===== config.mk =====
export PLATFORM = sky130hd
export DESIGN_NAME = fetch_branch_unit
export DESIGN_NICKNAME = d
export VERILOG_FILES = /design/src/rtl/fetch_pkg.sv /design/src/rtl/fetch_decode.sv /design/src/rtl/fetch_branch_unit.sv
export SDC_FILE = /design/constraint.sdc
export NUM_CORES = 1
export LEC_CHECK = 0
export BUFFER_PORTS_ARGS = -buffer_cell sky130_fd_sc_hd__buf_4
export CAP_MARGIN = 20
export CORE_MARGIN = 3
export CORE_UTILIZATION = 38
export CTS_CLUSTER_SIZE = 24
export DETAILED_ROUTE_END_ITERATION = 12
export PLACE_DENSITY = 0.8
export SLEW_MARGIN = 20
export SYNTH_ARGS = -nofsm -noshare
export SYNTH_HDL_FRONTEND = slang
export SYNTH_SLANG_ARGS = --single-unit

===== constraint.sdc =====
create_clock -name Clock -period 1.65 [get_ports Clock]
set_clock_uncertainty 0.2 [all_clocks]
set_input_delay 0.0825 -clock Clock [delete_from_list [all_inputs] [get_ports Clock]]
set_output_delay 0.0825 -clock Clock [all_outputs]
set_load 0.005 [all_outputs]

===== src/rtl/fetch_pkg.sv =====
// fetch_pkg: opcodes, FSM states and instruction field positions shared by the fetch/branch unit.
package fetch_pkg;
  typedef enum logic [3:0] {OP_BR = 4'hC, OP_BRZ = 4'hD, OP_JMP = 4'hE, OP_HALT = 4'hF} opcode_t;
  typedef enum logic [1:0] {IDLE, FETCH, JMP_TGT, HALTED} state_t;
  localparam int OPC_MSB = 15;
  localparam int OPC_LSB = 12;
  localparam int OFF_MSB = 8;
endpackage


===== src/rtl/fetch_decode.sv =====
// fetch_decode: classifies a fetched word as BR/BRZ/JMP/HALT and extracts its signed offset field.
module fetch_decode
  import fetch_pkg::*;
#(
  parameter int ADDR_WIDTH   = 16,
  parameter int OFFSET_WIDTH = 9
) (
  input  logic [ADDR_WIDTH-1:0]   mem_data,
  output logic                    is_br,
  output logic                    is_brz,
  output logic                    is_jmp,
  output logic                    is_halt,
  output logic [OFFSET_WIDTH-1:0] offset
);
  logic [3:0] opc;
  logic unused_bits;
  assign opc         = mem_data[OPC_MSB:OPC_LSB];
  assign is_br       = opc == OP_BR;
  assign is_brz      = opc == OP_BRZ;
  assign is_jmp      = opc == OP_JMP;
  assign is_halt     = opc == OP_HALT;
  assign offset      = mem_data[OFF_MSB:0];
  assign unused_bits = ^mem_data[OPC_LSB-1:OFF_MSB+1];
endmodule


===== src/rtl/fetch_branch_unit.sv =====
// fetch_branch_unit: fetches at the PC, steers the PC for BR/BRZ/JMP/HALT and issues ordinary instructions.
// Define FETCH_BRANCH_COUNT_EN to build the saturating taken-branch counter on BranchCount.
module fetch_branch_unit
  import fetch_pkg::*;
#(
  parameter int ADDR_WIDTH   = 16,
  parameter int OFFSET_WIDTH = 9
) (
  input  logic                    Clock,
  input  logic                    Reset,
  input  logic [ADDR_WIDTH-1:0]   CounterValue,
  output logic [ADDR_WIDTH-1:0]   LoadValue,
  output logic                    LoadEnable,
  output logic [OFFSET_WIDTH-1:0] Offset,
  output logic                    OffsetEnable,
  output logic                    MemReq,
  output logic [ADDR_WIDTH-1:0]   MemAddr,
  input  logic                    MemAck,
  input  logic [ADDR_WIDTH-1:0]   MemData,
  input  logic                    Zero,
  output logic [ADDR_WIDTH-1:0]   Instr,
  output logic                    InstrValid,
  input  logic                    InstrReady,
  output logic                    Halted,
  output logic [15:0]             BranchCount
);
  state_t state_q, state_d;
  logic [ADDR_WIDTH-1:0] instr_q, instr_d;
  logic instr_valid_q, instr_valid_d, halted_q, halted_d;
  logic is_br, is_brz, is_jmp, is_halt;
  logic [OFFSET_WIDTH-1:0] dec_offset;
  logic stall, fetch_ack, take_br, ordinary, advance;
  fetch_decode #(.ADDR_WIDTH(ADDR_WIDTH), .OFFSET_WIDTH(OFFSET_WIDTH)) u_decode (
    .mem_data (MemData),
    .is_br    (is_br),
    .is_brz   (is_brz),
    .is_jmp   (is_jmp),
    .is_halt  (is_halt),
    .offset   (dec_offset)
  );
  // Everything that is not an increment or a load is a hold (offset 0) or a taken branch.
  always_comb begin
    stall         = instr_valid_q & ~InstrReady;
    fetch_ack     = state_q == FETCH && !stall && MemAck;
    take_br       = fetch_ack && (is_br || (is_brz && Zero));
    ordinary      = fetch_ack && !(is_br || is_brz || is_jmp || is_halt);
    advance       = fetch_ack && !take_br && !is_halt;
    MemReq        = (state_q == FETCH && !stall) || state_q == JMP_TGT;
    MemAddr       = CounterValue;
    LoadEnable    = state_q == JMP_TGT && MemAck;
    LoadValue     = LoadEnable ? MemData : '0;
    Offset        = take_br ? dec_offset : '0;
    OffsetEnable  = !LoadEnable && !advance;
    state_d       = state_q == IDLE ? FETCH :
                    (fetch_ack && is_jmp) ? JMP_TGT :
                    (fetch_ack && is_halt) ? HALTED :
                    LoadEnable ? FETCH : state_q;
    instr_d       = ordinary ? MemData : instr_q;
    instr_valid_d = ordinary | stall;
    halted_d      = halted_q | (fetch_ack && is_halt);
  end
  always_ff @(posedge Clock or posedge Reset) begin
    if (Reset) begin
      state_q       <= IDLE;
      instr_q       <= '0;
      instr_valid_q <= 1'b0;
      halted_q      <= 1'b0;
    end else begin
      state_q       <= state_d;
      instr_q       <= instr_d;
      instr_valid_q <= instr_valid_d;
      halted_q      <= halted_d;
    end
  end
  assign Instr      = instr_q;
  assign InstrValid = instr_valid_q;
  assign Halted     = halted_q;
`ifdef FETCH_BRANCH_COUNT_EN
  logic [15:0] bcnt_q, bcnt_d;
  always_comb begin
    bcnt_d = ((take_br || LoadEnable) && bcnt_q != 16'hFFFF) ? bcnt_q + 16'd1 : bcnt_q;
  end
  always_ff @(posedge Clock or posedge Reset) begin
    if (Reset) bcnt_q <= '0;
    else bcnt_q <= bcnt_d;
  end
  assign BranchCount = bcnt_q;
`else
  assign BranchCount = '0;
`endif
endmodule


* Word-level counts from Yosys, hierarchy flattened
Cells that the tools add are included.
** Storage, ports and cells
- Output and inout bits :: 78
- Register bits :: 20
- Word-level logic and storage cells :: 44
** Cells by class
- Mux-type cells :: 6
- Reductions and logical operators :: 24
- Bitwise logic cells :: 4
- Equal/unequal tests :: 6
** Operators with widths (number)
- 4-bit == test (second input constant) :: 4
- 16-bit 2-to-1 mux :: 1
- 1-bit logical AND :: 11
- 9-bit 2-to-1 mux :: 1
- 2-bit 2-to-1 mux :: 4
- 1-bit logical NOT :: 6
- 1-bit logical OR :: 5
- 4-bit nonzero test :: 1
- 2-bit by 1-bit == test with 1-bit output (second input constant) :: 1
- 2-bit == test (second input constant) :: 1
- 2-bit logical NOT :: 1
- 1-bit OR :: 2
- 1-bit AND :: 1
- 1-bit NOT :: 1

* Depth between registers and ports, before layout
- Depth after elaboration :: 11
- Mapped depth :: 5
- Depth with buffers taken out :: 3

* Cells and area by module
Synthesis repeated with hierarchy kept, for this count alone.
** Unflattened totals
- Cell total of the unflattened synthesis :: 132
- Area total of the unflattened synthesis :: 1403.8 um2
** By module, submodules not included
- fetch_branch_unit :: times used 1, area an instance 1291.2 um2, cells each 119, seq. area each 500.5 um2
- fetch_decode :: times used 1, area an instance 112.6 um2, cells each 13, seq. area each 0.0 um2

* Least setup slack after synthesis
Ideal clock, no wire load.
- Path type :: reg-to-reg
- Start :: register state_q[1]
- End :: register instr_q[0], in the netlist Instr[0]
- Library setup time :: 0.125 ns
- Stages on the path, launching flop included :: 5
- Setup slack :: 0.125 ns
- Arrival time :: 1.200 ns
- Data required time :: 1.325 ns
- Clock period less this slack :: 1.525 ns
- Path through :: dfrtp_1 -> nor2b_4 -> nand4_4 -> buf_6 -> mux2_4
** Between the ends
- Word-level cells in the longest chain between the ends :: 4
** RTL lines
- from (decl) :: RTL line fetch_branch_unit.sv:27 : state_t state_q, state_d;
- from (signal assigned) :: RTL line fetch_branch_unit.sv:69 : state_q <= state_d;
- 2-bit by 1-bit == test with 1-bit output :: RTL line fetch_branch_unit.sv:44 : fetch_ack = state_q == FETCH && !stall && MemAck;
- 1-bit logical AND (2 in a row) :: RTL line fetch_branch_unit.sv:44
- 1-bit logical AND :: RTL line fetch_branch_unit.sv:46 : ordinary = fetch_ack && !(is_br || is_brz || is_jmp || is_halt);
- to (signal assigned) :: RTL line fetch_branch_unit.sv:70 : instr_q <= instr_d;
- to (decl) :: RTL line fetch_branch_unit.sv:28 : logic [ADDR_WIDTH-1:0] instr_q, instr_d;
No other way between the ends.
A chain may end at the register's enable or synchronous reset.

* Final worst setup path
- Start :: register state_q[1]
- End :: output port Offset[6]
** Between the ends
- Word-level cells in the longest chain between the ends :: 5
** RTL lines
- 2-bit by 1-bit == test with 1-bit output :: RTL line fetch_branch_unit.sv:44
- 1-bit logical AND (2 in a row) :: RTL line fetch_branch_unit.sv:44
- 1-bit logical AND :: RTL line fetch_branch_unit.sv:45 : take_br = fetch_ack && (is_br || (is_brz && Zero));
- 9-bit 2-to-1 mux :: RTL line fetch_branch_unit.sv:52 : Offset = take_br ? dec_offset : '0;
- to (decl) :: RTL line fetch_branch_unit.sv:14 : output logic [OFFSET_WIDTH-1:0] Offset,
No other way between the ends.

==> summary.md <==
| Metric | Value |
|---|---|
| Io pins | about 120 |
| CP peak stage delay | 0.45 ns |
| Grt total ovfl | 0 |
| Leading area contributor after synthesis | dfrtp_1 |
| Clock root buffer | clkbuf_4 |
| Seq. cell area | 502 um2 |
| Startpoint types | register |
| Vias per inst | roughly 4.5 |
| Number of synthesized flops with an enable pin | 0 |
| CP Buf/Inv Count | 2 |
| Fin crit share | 1.06 |
| Fill count | approximately 240 |
| Syn Area/Cell | roughly 9.8 um2 |
| Worst-Skew Late Latency | ~0.3 ns |
| RSZ-0062 raised after global routing | yes |
| Seq/Total Area, Yosys | 0.370 |
| Overall power | between 2 and 3 mW |
| Synthesized area | between 1000 and 1500 um2 |
| Sw Ratio | 0.318 |
| Post-DP HPWL | around 2.3 mm |
| Final WS setup | -0.106 ns |
| Layout cells sized above 1 | 0.582 |
| Clock share of power | 0.112 |
| Hold Slack | 0.0316 ns |
| Antenna Nets Post-Route | 0 |
| Post-layout util | 0.738 |
| GRT Util Overall | 0.186 |
| Die W | roughly 66 um |
| Per-cell routed wire length | between 15 and 20 um |
| Final wirelength | around 4.3 mm |
| DR pass1 iterations | 4 |
| FP Rows | 21 |
| Worst min-delay path category | in2reg |
| Critical path capture point type | output pin |
| Vias in the first global route | about 1.3k |
| Synth Flop Type | dfrtp_1 |
| Psw | 0.819 mW |
| FFs w/ async S/R, synth | 1.00 |
| Worst R2R End | Instr[12] |
| Most common cell after layout, fill and taps aside | buf_4 |
| Clk sink count | 20 |
| Reg clk slew, reported paths | 0.12 ns |
| Initial Utilization | 0.399 |
| Slack of the worst reg-to-reg path | -0.05 ns |
| Total number of vias | 1276 |
| I/O Buffers | 66 |
| Leakage | 1.28 nW |
| Worst-path cell chain | nor2b_4, nand3_4, buf_12, nor3_2, buf_4 |
| Worst path slowest cell | dfrtp_2 |
| Hold worst-path end | Instr[15] |
| Top delay family on crit path | flip-flops |
| Final min period | about 1.8 ns |
| Syn-to-layout area delta | 84.8% |
| Crit Reg-Reg Startpoint | state_q[0] |
| Final setup viols | 39 |
| Setup CP Type | reg2out |
| Initial antenna violation count | 0 |
| Yosys cell types | 30 |
| Share of the synthesized area in the top cell type | 0.370 |
| Final Wtd Congestion | 0.716 |
| Cell internal pwr | 1.75 mW |
| Max Root-Sink Buffers | 2 |
| Critical Path AT | approximately 1.5 ns |
| Max H-tree Level | 1 |
| Reg power frac | 0.341 |
| Reg2Reg Depth | 6 |
| First-pass GRT wire length | between 6 and 7 mm |
| Combinational share of power | 0.546 |
| Die Ht | around 66 um |
| Worst Setup Slack post-DPL | -0.0562 ns |
| Max Slew Vio Count | 0 |
| Worst hold path startpoint | MemAck |
| Die area | around 4300 um2 |
| Nets | 275 |
| TritonCTS clock tree | yes |
| Synth warn | 0 |
| Cell Pwr Density | slightly above 1000 nW/um2 |
| #FFs+latches synth | 20 |
| Area of the multi-input gates | 774 um2 |
| Core footprint | 3390 um2 |
| Commonest non-fill, non-tap cells in the layout | 57 x buf_4, 35 x dlygate4sd3_1, 22 x buf_6 |
| DRC Markers | 0 |
| FMAX | between 500 and 600 MHz |
| Final hold violation count | 0 |
| Max_cap viols | 0 |
| WP data required | 1.37 ns |
| Peak VDD IR | approximately 0.00074 V |
| TritonCTS buffer count | 3 |
| Violated checks | negative setup slack |
| Mapped Cells | between 100 and 150 |
| Largest net degree at the start of global routing | 21 |
| Crit path max fanout | 8 |
| Synth top area cells | dfrtp_1 37%, buf_4 18%, mux2_4 10% |
| Hold path depth | 3 |
| First-iteration detailed-routing DRC count | 20 |
| Antenna Cells | 0 |
| Status | complete, but fails checks |
how the worst max path moves through the flow:
stage | slack [ns] | to | startpoint | cells after the start
5_1_grt | -0.16 | LoadValue[0] | state_q[0] | 6
3_5_place_dp | -0.06 | Instr[0] | state_q[1] | 3
2_1_floorplan | 0.12 | Instr[0] | state_q[1] | 4
3_3_place_gp | -0.0009 | Instr[7] | state_q[1] | 3
6_report | -0.11 | Offset[6] | state_q[1] | 5
4_1_cts | -0.07 | LoadValue[0] | state_q[0] | 6
state kept, by name (all words and copies together), names as in the netlist:
register	flops
Instr	16
state_q	2
Halted	1
InstrValid	1
cells in the mapped netlist (2+ instances only):
cell and n:
mux2_2 5, and3_1 2, nor2b_1 3, nor3_1 10
dfrtp_1 20, inv_1 13, nand2b_1 2, buf_4 32
and2_1 16, nand2_1 3, buf_2 3, mux2_4 9
a2bb2oi_1 2, nor2_1 2
timing repair:
action                                  4_1_cts  5_1_grt
hold buffers                                 35        0
cloned                                        1        0
endpoints found under the setup margin       41       30
pin swaps                                    20       12
endpoints found under the hold margin        56        0
resized for setup                            55       20
buffers inserted                              7        4
power by group through the flow:
stage	clock [mW]	sequential, mW	combinational, mW
after detailed placement	0	0.883	1.03
after floorplan	0	0.883	0.552
after global placement	0	0.883	1.00
after global routing	0.310	0.908	1.50
final	0.289	0.879	1.41
after CTS	0.288	0.875	1.27
layer usage:
| metal | vias up | global-route usage | part of all wire |
|---|---|---|---|
| met5 | - | 0 | 0 |
| met4 | 0 | 0.0363 | 0.013 |
| met3 | 4 | 0.0325 | 0.072 |
| met2 | 59 | 0.372 | 0.57 |
| met1 | 613 | 0.199 | 0.35 |
| li1 | 600 | - | - |
stage by stage:
| step | area [um2] | instances | TNS, ns |
|---|---|---|---|
| 2_1_floorplan | 1410 | 153 | 0 |
| 3_3_place_gp | 1730 | 233 | -0.00151 |
| 3_5_place_dp | 1730 | 233 | -0.587 |
| 4_1_cts | 2380 | 280 | -1.28 |
| 5_1_grt | 2500 | 283 | -4.89 |
| 6_report | 2500 | 283 | -2.58 |
worst register-to-register path: stages (launching register included):
cell	delay [ns]
dfrtp_1	0.42
nor2b_4	0.15
buf_4	0.13
buf_4	0.13
nand4_4	0.06
buf_12	0.17
mux2_2	0.34
cells by family (layout without fill, tap and decap cells):
kind of cell,count (synthesis),count (layout),share of synthesized area
other,1,16,0.00277
muxes,14,14,0.141
DFF,20,20,0.370
buffers and inverters,50,134,0.236
and+or+nand+nor,45,45,0.207
AOI/OAI and AO/OA,8,8,0.0434
area by class of cell:
type | count | area share
Sequential cell | 20 | 0.200
Tap cell | 46 | 0.0230
Inverter | 13 | 0.0205
Timing Repair Buffer | 117 | 0.432
Multi-Input combinational cell | 83 | 0.310
Clock buffer | 4 | 0.0145
Power figures use the tool's default switching activity.
